==> src/rtl/hazard_ctrl_if.sv <==
// Pipeline-to-hazard-unit signal bundle: ID/EX hazard sources in, stall/flush controls out.
// Optional HAZARD_PERF_EN adds the stall_count/flush_count performance counters.
interface hazard_ctrl_if;
    logic [4:0]  id_rs;
    logic [4:0]  id_rt;
    logic        id_uses_rs;
    logic        id_uses_rt;
    logic        ex_mem_read;
    logic [4:0]  ex_wreg;
    logic        ex_branch_taken;
    logic        id_jump;
    logic        ex_md_start;

    logic        pc_nwrite;
    logic        if2id_nwrite;
    logic        if2id_flush;
    logic        id2ex_flush;
    logic        md_busy;
    logic [1:0]  state;
`ifdef HAZARD_PERF_EN
    logic [31:0] stall_count;
    logic [31:0] flush_count;
`endif

    modport master (
        output id_rs, id_rt, id_uses_rs, id_uses_rt, ex_mem_read, ex_wreg,
               ex_branch_taken, id_jump, ex_md_start,
        input  pc_nwrite, if2id_nwrite, if2id_flush, id2ex_flush, md_busy, state
`ifdef HAZARD_PERF_EN
        , input stall_count, flush_count
`endif
    );

    modport slave (
        input  id_rs, id_rt, id_uses_rs, id_uses_rt, ex_mem_read, ex_wreg,
               ex_branch_taken, id_jump, ex_md_start,
        output pc_nwrite, if2id_nwrite, if2id_flush, id2ex_flush, md_busy, state
`ifdef HAZARD_PERF_EN
        , output stall_count, flush_count
`endif
    );
endinterface

==> src/rtl/hazard_ctrl.sv <==
// Pipeline hazard controller: load-use stall, multi-cycle mul/div freeze, branch/jump flushes.
// Define HAZARD_PERF_EN to add stall/flush performance counters.
module hazard_ctrl #(
    parameter int MD_CYCLES = 4
) (
    input  logic         clock,
    input  logic         reset,
    hazard_ctrl_if.slave hz
);

    typedef enum logic [1:0] {
        RUN     = 2'd0,
        LOADUSE = 2'd1,
        MDWAIT  = 2'd2
    } state_t;

    state_t     state_q, state_n;
    logic [3:0] count_q, count_n;
    logic       load_use;

    // Register 0 is hardwired, so it can never be a real producer.
    assign load_use = hz.ex_mem_read && (hz.ex_wreg != 5'd0) &&
                      ((hz.id_uses_rs && (hz.id_rs == hz.ex_wreg)) ||
                       (hz.id_uses_rt && (hz.id_rt == hz.ex_wreg)));

    always_ff @(posedge clock) begin
        if (!reset) begin
            state_q <= RUN;
            count_q <= 4'd0;
        end else begin
            state_q <= state_n;
            count_q <= count_n;
        end
    end

    always_comb begin
        state_n         = state_q;
        count_n         = count_q;
        hz.pc_nwrite    = 1'b0;
        hz.if2id_nwrite = 1'b0;
        hz.if2id_flush  = 1'b0;
        hz.id2ex_flush  = 1'b0;
        hz.md_busy      = 1'b0;
        hz.state        = 2'd0;

        if (reset) begin
            hz.state = state_q;
            if (hz.ex_branch_taken) begin
                // A taken branch squashes everything, including an in-flight mul/div wait.
                hz.if2id_flush = 1'b1;
                hz.id2ex_flush = 1'b1;
                state_n        = RUN;
                count_n        = 4'd0;
            end else begin
                unique case (state_q)
                    RUN: begin
                        if (hz.ex_md_start) begin
                            hz.pc_nwrite    = 1'b1;
                            hz.if2id_nwrite = 1'b1;
                            hz.id2ex_flush  = 1'b1;
                            count_n         = 4'(MD_CYCLES - 1);
                            state_n         = MDWAIT;
                        end else if (load_use) begin
                            hz.pc_nwrite    = 1'b1;
                            hz.if2id_nwrite = 1'b1;
                            hz.id2ex_flush  = 1'b1;
                            state_n         = LOADUSE;
                        end else if (hz.id_jump) begin
                            hz.if2id_flush  = 1'b1;
                        end
                    end
                    LOADUSE: begin
                        state_n = RUN;
                    end
                    MDWAIT: begin
                        hz.pc_nwrite    = 1'b1;
                        hz.if2id_nwrite = 1'b1;
                        hz.id2ex_flush  = 1'b1;
                        hz.md_busy      = 1'b1;
                        count_n         = count_q - 4'd1;
                        if (count_q == 4'd1) state_n = RUN;
                    end
                    default: begin
                        state_n = RUN;
                        count_n = 4'd0;
                    end
                endcase
            end
        end
    end

`ifdef HAZARD_PERF_EN
    logic [31:0] stall_q, flush_q;

    always_ff @(posedge clock) begin
        if (!reset) begin
            stall_q <= 32'd0;
            flush_q <= 32'd0;
        end else begin
            if (hz.pc_nwrite)   stall_q <= stall_q + 32'd1;
            if (hz.if2id_flush) flush_q <= flush_q + 32'd1;
        end
    end

    assign hz.stall_count = stall_q;
    assign hz.flush_count = flush_q;
`endif

endmodule
==> src/flat_wrapper.sv <==
// flat-port wrapper written by rule: the top's interface ports become plain ports
module hazard_ctrl_flat 
#(
    parameter int MD_CYCLES = 4
)
  (clock, reset, hz_id_rs, hz_id_rt, hz_id_uses_rs, hz_id_uses_rt, hz_ex_mem_read, hz_ex_wreg, hz_ex_branch_taken, hz_id_jump, hz_ex_md_start, hz_pc_nwrite, hz_if2id_nwrite, hz_if2id_flush, hz_id2ex_flush, hz_md_busy, hz_state);
  hazard_ctrl_if hz_i ();
  input  logic clock;
  input  logic reset;
  input wire logic [$bits(hz_i.id_rs)-1:0] hz_id_rs;
  input wire logic [$bits(hz_i.id_rt)-1:0] hz_id_rt;
  input wire logic [$bits(hz_i.id_uses_rs)-1:0] hz_id_uses_rs;
  input wire logic [$bits(hz_i.id_uses_rt)-1:0] hz_id_uses_rt;
  input wire logic [$bits(hz_i.ex_mem_read)-1:0] hz_ex_mem_read;
  input wire logic [$bits(hz_i.ex_wreg)-1:0] hz_ex_wreg;
  input wire logic [$bits(hz_i.ex_branch_taken)-1:0] hz_ex_branch_taken;
  input wire logic [$bits(hz_i.id_jump)-1:0] hz_id_jump;
  input wire logic [$bits(hz_i.ex_md_start)-1:0] hz_ex_md_start;
  output wire logic [$bits(hz_i.pc_nwrite)-1:0] hz_pc_nwrite;
  output wire logic [$bits(hz_i.if2id_nwrite)-1:0] hz_if2id_nwrite;
  output wire logic [$bits(hz_i.if2id_flush)-1:0] hz_if2id_flush;
  output wire logic [$bits(hz_i.id2ex_flush)-1:0] hz_id2ex_flush;
  output wire logic [$bits(hz_i.md_busy)-1:0] hz_md_busy;
  output wire logic [$bits(hz_i.state)-1:0] hz_state;
  assign hz_i.id_rs = hz_id_rs;
  assign hz_i.id_rt = hz_id_rt;
  assign hz_i.id_uses_rs = hz_id_uses_rs;
  assign hz_i.id_uses_rt = hz_id_uses_rt;
  assign hz_i.ex_mem_read = hz_ex_mem_read;
  assign hz_i.ex_wreg = hz_ex_wreg;
  assign hz_i.ex_branch_taken = hz_ex_branch_taken;
  assign hz_i.id_jump = hz_id_jump;
  assign hz_i.ex_md_start = hz_ex_md_start;
  assign hz_pc_nwrite = hz_i.pc_nwrite;
  assign hz_if2id_nwrite = hz_i.if2id_nwrite;
  assign hz_if2id_flush = hz_i.if2id_flush;
  assign hz_id2ex_flush = hz_i.id2ex_flush;
  assign hz_md_busy = hz_i.md_busy;
  assign hz_state = hz_i.state;
  hazard_ctrl #(.MD_CYCLES(MD_CYCLES)) u_core (.clock(clock), .reset(reset), .hz(hz_i));
endmodule
==> config.mk <==
export PLATFORM = sky130hd
export DESIGN_NAME = hazard_ctrl_flat
export DESIGN_NICKNAME = d
export VERILOG_FILES = /design/src/rtl/hazard_ctrl_if.sv /design/src/rtl/hazard_ctrl.sv /design/src/flat_wrapper.sv
export SDC_FILE = /design/constraint.sdc
export NUM_CORES = 1
export LEC_CHECK = 0
export BUFFER_PORTS_ARGS = -buffer_cell sky130_fd_sc_hd__buf_2
export CAP_MARGIN = 20
export CORE_AREA = 2 2 39 41
export DETAILED_ROUTE_END_ITERATION = 10
export DIE_AREA = 0 0 41 43
export PLACE_DENSITY = 0.76
export SYNTH_ARGS = -nofsm -noshare
export SYNTH_HDL_FRONTEND = slang
export SYNTH_SLANG_ARGS = --single-unit
==> constraint.sdc <==
create_clock -name clock -period 1.48 [get_ports clock]
set_clock_uncertainty 0.15 [all_clocks]
set_input_delay 0.074 -clock clock [delete_from_list [all_inputs] [get_ports clock]]
set_output_delay 0.074 -clock clock [all_outputs]
set_load 0.05 [all_outputs]
## Word level (Yosys, flattened, before mapping)

Index checks and enable logic that the tools add are counted.

| storage, ports and cells | value |
|---|---|
| register bits after elaboration | 6 |
| bits of input ports | 23 |
| output and inout port bits | 7 |
| logic and storage cells | 46 |

| cells by class | value |
|---|---|
| $add $sub $neg | 1 |
| equal/unequal tests | 8 |
| multiplexer cells | 23 |
| bitwise operators | 2 |
| reductions and logical operators | 10 |

Operators with widths:

| cell | count |
|---|---|
| two-way mux 1 bit | 15 |
| case mux 4 bit (3 select lines) | 1 |
| equality test 5 bit | 2 |
| two-way mux 2 bit | 4 |
| nonzero test 5 bit | 1 |
| equality test 4 x 1 -> 1 bit, second input constant | 1 |
| logical AND 1 bit | 4 |
| two-way mux 4 bit | 1 |
| case mux 2 bit (2 select lines) | 1 |
| AND reduction 2 bit | 2 |
| subtractor 4 x 1 -> 4 bit, second input constant | 1 |
| inequality test 3 x 2 -> 1 bit, second input constant | 1 |
| equality test 2 x 1 -> 1 bit, second input constant | 1 |
| equality test 2 bit, second input constant | 1 |
| logical NOT 2 bit | 1 |
| inequality test 2 x 1 -> 1 bit, second input constant | 1 |
| inequality test 2 bit, second input constant | 1 |
| inverter 1 bit | 2 |
| case mux 1 bit (2 select lines) | 1 |
| OR reduction 2 bit | 1 |
| logical OR 1 bit | 1 |

## Logic depth before layout (Yosys ltp)

Gate-level depths: netlist of the first run.

| logic depth | value |
|---|---|
| word-level depth | 9 |
| depth in mapped cells | 5 |
| mapped depth without buffers | 5 |

## Worst setup path before layout of the first run

Ideal clock, no wire load.

| timing | value |
|---|---|
| path type | input to output |
| start | input port hz_ex_wreg[4] |
| end | output port hz_pc_nwrite |
| arrival time | 2199 ps |
| required time | 1256 ps |
| slack | -943 ps |
| stages on the path | 5 |
| buffers on the path | 1 |
| cell sequence | xor2_1 -> nor4_1 -> a32oi_1 -> o21ai_0 -> buf_4 |

| on the way | value |
|---|---|
| longest elaborated chain between the ends | 9 |
| elaborated cells between the ends (all ways) | 13 |
| classes of those cells | 2 x eq/ne; 5 x mux; 6 x reduce/logical |

Ends and longest elaborated chain:

| item | RTL line | source |
|---|---|---|
| from (decl) | flat_wrapper.sv:15 | `input wire logic [$bits(hz_i.ex_wreg)-1:0] hz_ex_wreg;` |
| equality test 5 bit (on tied branches) | hazard_ctrl.sv:23, hazard_ctrl.sv:24 |  |
| logical AND 1 bit (on tied branches) | hazard_ctrl.sv:23, hazard_ctrl.sv:24 |  |
| logical OR 1 bit | hazard_ctrl.sv:23 | `((hz.id_uses_rs && (hz.id_rs == hz.ex_wreg)) \|\|` |
| logical AND 1 bit (*) | hazard_ctrl.sv:22 | `assign load_use = hz.ex_mem_read && (hz.ex_wreg != 5'd0) &&` |
| two-way mux 1 bit (*) (2 in series) | - |  |
| case mux 1 bit (2 select lines) (*) | - |  |
| two-way mux 1 bit (*) (2 in series) | - |  |
| to (decl) | flat_wrapper.sv:19 | `output wire logic [$bits(hz_i.pc_nwrite)-1:0] hz_pc_nwrite;` |

Mark *: on every way between the ends. The rest lies on a longest branch, timed or not.

## Final worst setup path of the first run

| timing | value |
|---|---|
| start | input port hz_ex_wreg[2] |
| end | output port hz_if2id_flush |

| on the way | value |
|---|---|
| longest elaborated chain between the ends | 9 |
| elaborated cells between the ends (all ways) | 13 |
| classes of those cells | 2 x eq/ne; 5 x mux; 6 x reduce/logical |

Ends and longest elaborated chain:

| item | RTL line | source |
|---|---|---|
| equality test 5 bit (on tied branches) | hazard_ctrl.sv:23, hazard_ctrl.sv:24 |  |
| logical AND 1 bit (on tied branches) | hazard_ctrl.sv:23, hazard_ctrl.sv:24 |  |
| logical OR 1 bit | hazard_ctrl.sv:23 |  |
| logical AND 1 bit (*) | hazard_ctrl.sv:22 |  |
| two-way mux 1 bit (*) | hazard_ctrl.sv:63 | `end else if (load_use) begin` |
| two-way mux 1 bit (*) | hazard_ctrl.sv:57 | `if (hz.ex_md_start) begin` |
| two-way mux 1 bit (*) | hazard_ctrl.sv:55 | `unique case (state_q)` |
| two-way mux 1 bit (*) | hazard_ctrl.sv:48 | `if (hz.ex_branch_taken) begin` |
| two-way mux 1 bit (*) | hazard_ctrl.sv:46 | `if (reset) begin` |
| to (decl) | flat_wrapper.sv:21 | `output wire logic [$bits(hz_i.if2id_flush)-1:0] hz_if2id_flush;` |

Marked as above.

==> results.ini, run 1 <==
[run_status]
run_status = finished with violations
violations = setup timing

[critical_path]
cpLargestDelayFamily = simple AND/OR/NAND/NOR gates
cp_num_cells = 6
path_class = in2out
cp.arrival_ns = 1.30
rrSetupSlack_ns = 0.20
timing.rr.start = u_core.count_q[0]
startpoint = hz_ex_wreg[2]
required_ns = 1.26
slowest_delay_ns = 0.51
crit_fanout = 4
r2r_end = u_core.count_q[1]
cp-start-kind = input port
worstSetupEndpointType = primary output
rr_worst_depth = 5
crit_slowest_cell = or4_1
cp-endpoint = hz_if2id_flush
cp_cell_sequence = buf_6 > or4_1 > o21a_1 > o21ai_1 > a21o_2 > buf_8
cp.buffers_inverters = 2

[hold_path]
min_path_cells = 4
hold_path.class = in2reg

[clock_tree]
cts_max_path_buffers = 2
holdBufCountCts = 0
htreeDepth = 1
clkTransAtPathRegs_ns = 0.04
numCtsBuffers = 3
cts_tree = yes
cts_sinks = 6
clk_latency_ns = 0.24
clock-root-buffer = clkbuf_4

[global_route]
grt_pass1_wl_mm = 1.77
grtUsageTotal = 0.145
grt_pass1_vias = 482
gr-total-overflow = 0
grt_antenna_before_repair = 0
grt_max_degree = 8

[die]
core_area_sq_um = 1380
die_w_um = 41
start_util = 0.377
ios = 30
die_area_sq_um = 1760
die_h_um = 43
num_rows = 14

[placed_design]
dp.cells = 116
dp_hpwl_um = 995
postPlaceCellArea_sq_um = 723
portBuffers = 29
gp_congestion = 0.734

[sta]
min_period_over_period = 1.03
layout_min_cycle_time_ns = 1.52
maxSlewHeadroom = 0.822
worst_slew_pin_slew_ns = 0.263
drv_slew = 0
setup_slack_ns = -0.0417
rsz0062_at_grt = true
hold_viol = 0
fmax_mhz = 657
setup_viol = 1

[routing]
vias = 600
drc_errors = 0
wl_per_cell_um = 10.2
ant_nets = 0
wl_mm = 1.22
dr.pass1.iters = 3
drt_iter0_markers = 6
vias_per_cell = 5.04

[layout]
final_area_sq_um = 822
final_common_cell = buf_2
fin_cells = 119
drive_gt1_frac = 0.476
nNetsFinal = 130
antennaDiodeCount = 0
area_growth_pct = 57.6
layout_common_cells = buf_2, xor2_1, buf_4

[synth]
yosysSeqAreaShare = 0.230
synth_seq_cells = 6
syn_area_sq_um = 522
syn-instance-count = 68
yosys_warnings = 0
syn-num-nets = 93
ys_types = 29
avgSynthCellArea_sq_um = 7.67

[pwr]
sequentialPowerShare = 0.337
p_comb_frac = 0.381
p_clk_frac = 0.281
power.density_nw_per_um2 = 626
leakage_nw = 0.383
p_int_mw = 0.350
peakVddDrop_v = 0.000259
total_power_mw = 0.514
power_switching_mw = 0.165
switching_share = 0.320

[flow_run]
cap_violations = 0

-- power groups by stage --
| stage | logic (mW) | registers (mW) | clock network, mW |
|---|---|---|---|
| after floorplan | 0.107 | 0.176 | 0 |
| after global placement | 0.168 | 0.177 | 0 |
| after detailed placement | 0.170 | 0.178 | 0 |
| after CTS | 0.188 | 0.175 | 0.151 |
| after global routing | 0.212 | 0.174 | 0.167 |
| final | 0.196 | 0.173 | 0.145 |
-- worst min-delay path by stage --
stage          slack (ns)                end          startpoint
6_report             0.14  u_core.count_q[0]  hz_ex_branch_taken
3_5_place_dp         0.37  u_core.count_q[0]  hz_ex_branch_taken
3_3_place_gp         0.36  u_core.count_q[2]  hz_ex_branch_taken
5_1_grt              0.16  u_core.count_q[0]  hz_ex_branch_taken
4_1_cts              0.11  u_core.count_q[3]  hz_ex_branch_taken
2_1_floorplan        0.18  u_core.count_q[1]      hz_ex_md_start
-- synthesized netlist by cell type, drive strengths merged --
cell type	instances	area, sq um
and2b	1	7.51
o211ai	1	7.51
nor4b	1	8.76
nor2b	1	6.26
a22oi	3	22.5
a21o	1	7.51
o21a	1	7.51
dfxtp	6	120
nand2b	2	12.5
and3	1	6.26
clkbuf	1	3.75
a32oi	1	8.76
and2	3	20.0
ha	2	25.0
o21ai	5	25.0
nor2	7	26.3
nand2	3	11.3
nor4	3	18.8
xnor2	2	17.5
nand3	1	5.00
xor2	10	87.6
and4b	1	11.3
buf	1	7.51
nor3	3	15.0
or4	1	7.51
inv	4	15.0
a21oi	2	10.0
-- through the flow --
| step | util | setup slack, ns | TNS (ns) | hold WS (ns) |
|---|---|---|---|---|
| final | 0.594 | -0.0417 | -0.0417 | 0.136 |
| after global routing | 0.594 | -0.0817 | -0.251 | 0.157 |
| after floorplan | - | -0.219 | -0.436 | 0.176 |
| after CTS | 0.571 | -0.0453 | -0.0869 | 0.113 |
| after global placement | 0.523 | -0.155 | -0.378 | 0.360 |
| after detailed placement | 0.523 | -0.129 | -0.458 | 0.366 |
-- sequential cells by signal, indices dropped and copies added (netlist names) --
name and cells:
u_core.state_q 2, u_core.count_q 4
-- area by class of cell --
type,count,area (sq um)
Timing Repair Buffer,34,229
Clock buffer,3,22.5
Inverter,4,15.0
Sequential cell,6,125
Tap cell,16,20.0
Multi-Input combinational cell,56,410
Fill cell,125,562
-- what timing repair did --
action,CTS,global route
gates resized for setup,14,8
pin swaps,11,4
setup buffers,0,0
hold endpoints to repair,0,0
endpoints found under the setup margin,4,5
-- logic make-up (layout without fill, tap and decap cells) --
family,count (synthesis),count (layout),synth area share
AO/OA/AOI/OAI,14,14,0.170
XOR/XNOR,12,12,0.201
adder cells (fa/ha/maj),2,2,0.0480
buffers and inverters,6,41,0.0503
flip-flops,6,6,0.230
AND/OR/NAND/NOR,28,28,0.300
-- worst reg2reg max path, stage by stage (launching register included) --
cell,delay [ns]
dfxtp_1,0.40
inv_1,0.06
ha_1,0.28
o21ai_0,0.15
a22oi_1,0.09
nor2_1,0.09
-- metal layers --
| metal | track usage | wire length, um |
|---|---|---|
| met3 | 0.0314 | 86 |
| met1 | 0.180 | 536 |
| met2 | 0.228 | 593 |
| met4 | 0.0600 | 0 |
| met5 | 0 | 0 |
(Power assumes the default switching activity.)
==> run 2: changes to the inputs <==
- REMOVE_ABC_BUFFERS: unset -> 1
==> run 2 against run 1 <==
Compared with the run above:
- critical path type unchanged
- via count up 0.17%
- maximum frequency shrank 0.19%
- cell count unchanged
- sequential power barely moved
- die area is the same
- the run still ends with setup timing left
- utilization is 0.72 points higher
- sequential share of layout area shrank 0.48 points
- critical path depth stayed put
- global-route usage rose by 3.0 points
==> results.ini, run 2 (synthesis gave the netlist of run 1 again) <==
[routing]
dr_wl_met3_um = 88  ; was 86 um
wl_per_cell_um = 11.2  ; was 10.2 um
wl_mm = 1.34  ; was 1.22 mm
top_layer = met4  ; was met3
dr.pass1.iters = 4  ; was 3
met1Wirelength_um = 545  ; was 536 um
drt_iter0_markers = 4  ; was 6
drc_errors = 0  ; unchanged
vias_per_cell = 5.05  ; was 5.04
wl_met2_um = 688  ; was 593 um
ant_nets = 0  ; unchanged
vias = 601  ; was 600

[critical_path]
crit_slowest_cell = or4_1  ; unchanged
slowest_delay_ns = 0.51  ; about the same
cp-start-kind = input port  ; unchanged
required_ns = 1.26  ; about the same
cp_cell_sequence = buf_8 > or4_1 > o21a_1 > o21ai_1 > a21o_1 > buf_6  ; was buf_6 > or4_1 > o21a_1 > o21ai_1 > a21o_2 > buf_8
cp.arrival_ns = 1.30  ; about the same
timing.rr.start = u_core.count_q[0]  ; unchanged
r2r_end = u_core.count_q[2]  ; was u_core.count_q[1]
rrSetupSlack_ns = 0.20  ; about the same
rr_worst_depth = 5  ; unchanged
path_class = in2out  ; unchanged
crit_fanout = 4  ; unchanged
worstSetupEndpointType = primary output  ; unchanged

[global_route]
grt_antenna_before_repair = 0  ; unchanged
grt_pass1_wl_mm = 2.10  ; was 1.77 mm
gr-total-overflow = 0  ; unchanged
grt_pass1_vias = 571  ; was 482
grt_max_degree = 8  ; unchanged
grtUsageTotal = 0.175  ; was 0.145

[placed_design]
portBuffers = 29  ; unchanged
dp_hpwl_mm = 1.04  ; was 995 um
gp_congestion = 0.797  ; was 0.734

[sta]
min_period_over_period = 1.03  ; about the same
worst_slew_pin_slew_ns = 0.326  ; was 0.263 ns
fmax_mhz = 656  ; was 657 MHz
drv_slew = 0  ; unchanged
maxSlewHeadroom = 0.780  ; was 0.822
hold_viol = 0  ; unchanged
layout_min_cycle_time_ns = 1.52  ; about the same
tns_ns = -0.102  ; was -0.0417 ns
timing.hold.ws_ns = 0.104  ; was 0.136 ns
rsz0062_at_grt = true  ; unchanged
setup_viol = 3  ; was 1
setup_slack_ns = -0.0446  ; was -0.0417 ns

[clock_tree]
cts_sinks = 6  ; unchanged
cts_tree = yes  ; unchanged
holdBufCountCts = 0  ; unchanged
clock-root-buffer = clkbuf_4  ; unchanged
cts_setup_buffers = 0  ; unchanged
cts_max_path_buffers = 2  ; unchanged
htreeDepth = 1  ; unchanged
clk_latency_ns = 0.25  ; was 0.24 ns
numCtsBuffers = 3  ; unchanged
clkTransAtPathRegs_ns = 0.05  ; was 0.04 ns

[pwr]
p_int_mw = 0.355  ; was 0.350 mW
power.density_nw_per_um2 = 633  ; was 626 nW/um^2
switching_share = 0.326  ; was 0.320
peakVddDrop_v = 0.000348  ; was 0.000259 V
leakage_nw = 0.391  ; was 0.383 nW
p_clk_frac = 0.290  ; was 0.281
power_switching_mw = 0.172  ; was 0.165 mW
sequentialPowerShare = 0.333  ; was 0.337
p_comb_frac = 0.377  ; was 0.381

[die]
ios = 30  ; unchanged
die_area_sq_um = 1760  ; unchanged
start_util = 0.377  ; unchanged
die_h_um = 43  ; unchanged
num_rows = 14  ; unchanged
die_w_um = 41  ; unchanged
core_area_sq_um = 1380  ; unchanged

[layout]
multi_input_area_sq_um = 410  ; unchanged
register_area_sq_um = 123  ; was 125 sq um
layout_common_cells = buf_2, xor2_1, buf_6, buf_4, nor2_1  ; was buf_2, xor2_1, buf_4
largest_register_ffs = 4  ; unchanged
nFillCells = 119  ; was 125
reg_top3 = u_core.count_q x4, u_core.state_q x2  ; unchanged
drive_gt1_frac = 0.456  ; was 0.476
area_growth_pct = 59.5  ; was 57.6%
nNetsFinal = 130  ; unchanged
antennaDiodeCount = 0  ; unchanged
final_common_cell = buf_2  ; unchanged
largest-register = u_core.count_q  ; unchanged

[hold_path]
hold_path.class = in2reg  ; unchanged
min-delay-start = hz_ex_branch_taken  ; unchanged
min_path_cells = 4  ; unchanged
whs_endpoint = u_core.state_q[1]  ; was u_core.count_q[0]

[flow_run]
cap_violations = 0  ; unchanged

[run_status]
violations = setup timing  ; unchanged
run_status = finished with violations  ; unchanged

==> run 2: cell count changes in the layout (fill, tap and decap cells not counted), sizes merged <==
cell    change
buf         +1
clkbuf      -1
==> run 2: through the flow <==
step                      setup WS [ns]  std cells  utilization  instance area [sq um]  power, mW
final                           -0.0446        119        0.601                    832      0.526
after global routing            -0.0977        119        0.601                    832      0.565
after CTS                       -0.0567        119        0.571                    790      0.524
after detailed placement         -0.253        116        0.515                    713      0.346
after global placement           -0.223        116        0.515                    713      0.343
after floorplan                   -1.53         66            -                    510      0.278
==> run 2: worst max-delay path, delay by kind of cell <==
kind / cells / cell delay (ns)
AOI/OAI and AO/OA: 3 / 0.47
buffers and inverters: 2 / 0.25
and+or+nand+nor: 1 / 0.51
==> run 2: how the worst max path moves through the flow <==
stage                       start               to  slack, ns  depth (start not counted)
global route          hz_id_rs[4]   hz_id2ex_flush       -0.1                          6
finish              hz_ex_wreg[4]   hz_if2id_flush      -0.04                          6
CTS                 hz_ex_wreg[2]  hz_if2id_nwrite      -0.06                          7
detailed placement  hz_ex_wreg[2]  hz_if2id_nwrite      -0.25                          7
floorplan           hz_ex_wreg[4]  hz_if2id_nwrite      -1.53                          4
global placement    hz_ex_wreg[2]  hz_if2id_nwrite      -0.22                          7
==> run 2: metal layers <==
metal / GRT usage / vias up
li1: - / 305
met2: 0.316 / 24
met1: 0.167 / 270
met4: 0.0600 / 0
met5: 0 / -
met3: 0.0628 / 2
==> run 2: power groups by stage <==
stage / registers [mW] / clock network, mW / logic (mW)
6_report: 0.175 / 0.153 / 0.198
5_1_grt: 0.176 / 0.173 / 0.215
4_1_cts: 0.175 / 0.161 / 0.188
3_5_place_dp: 0.178 / 0 / 0.169
3_3_place_gp: 0.177 / 0 / 0.165
2_1_floorplan: 0.176 / 0 / 0.102
==> run 2: area by class of cell <==
class	instances	share of cell area
Clock buffer	3	0.0271
Multi-Input combinational cell	56	0.493
Inverter	4	0.0180
Timing Repair Buffer	34	0.290
Sequential cell	6	0.147
Tap cell	16	0.0241
==> run 2: what timing repair did <==
action	4_1_cts	5_1_grt
gates resized for setup	16	9
pin swaps	5	3
endpoints found under the setup margin	5	5
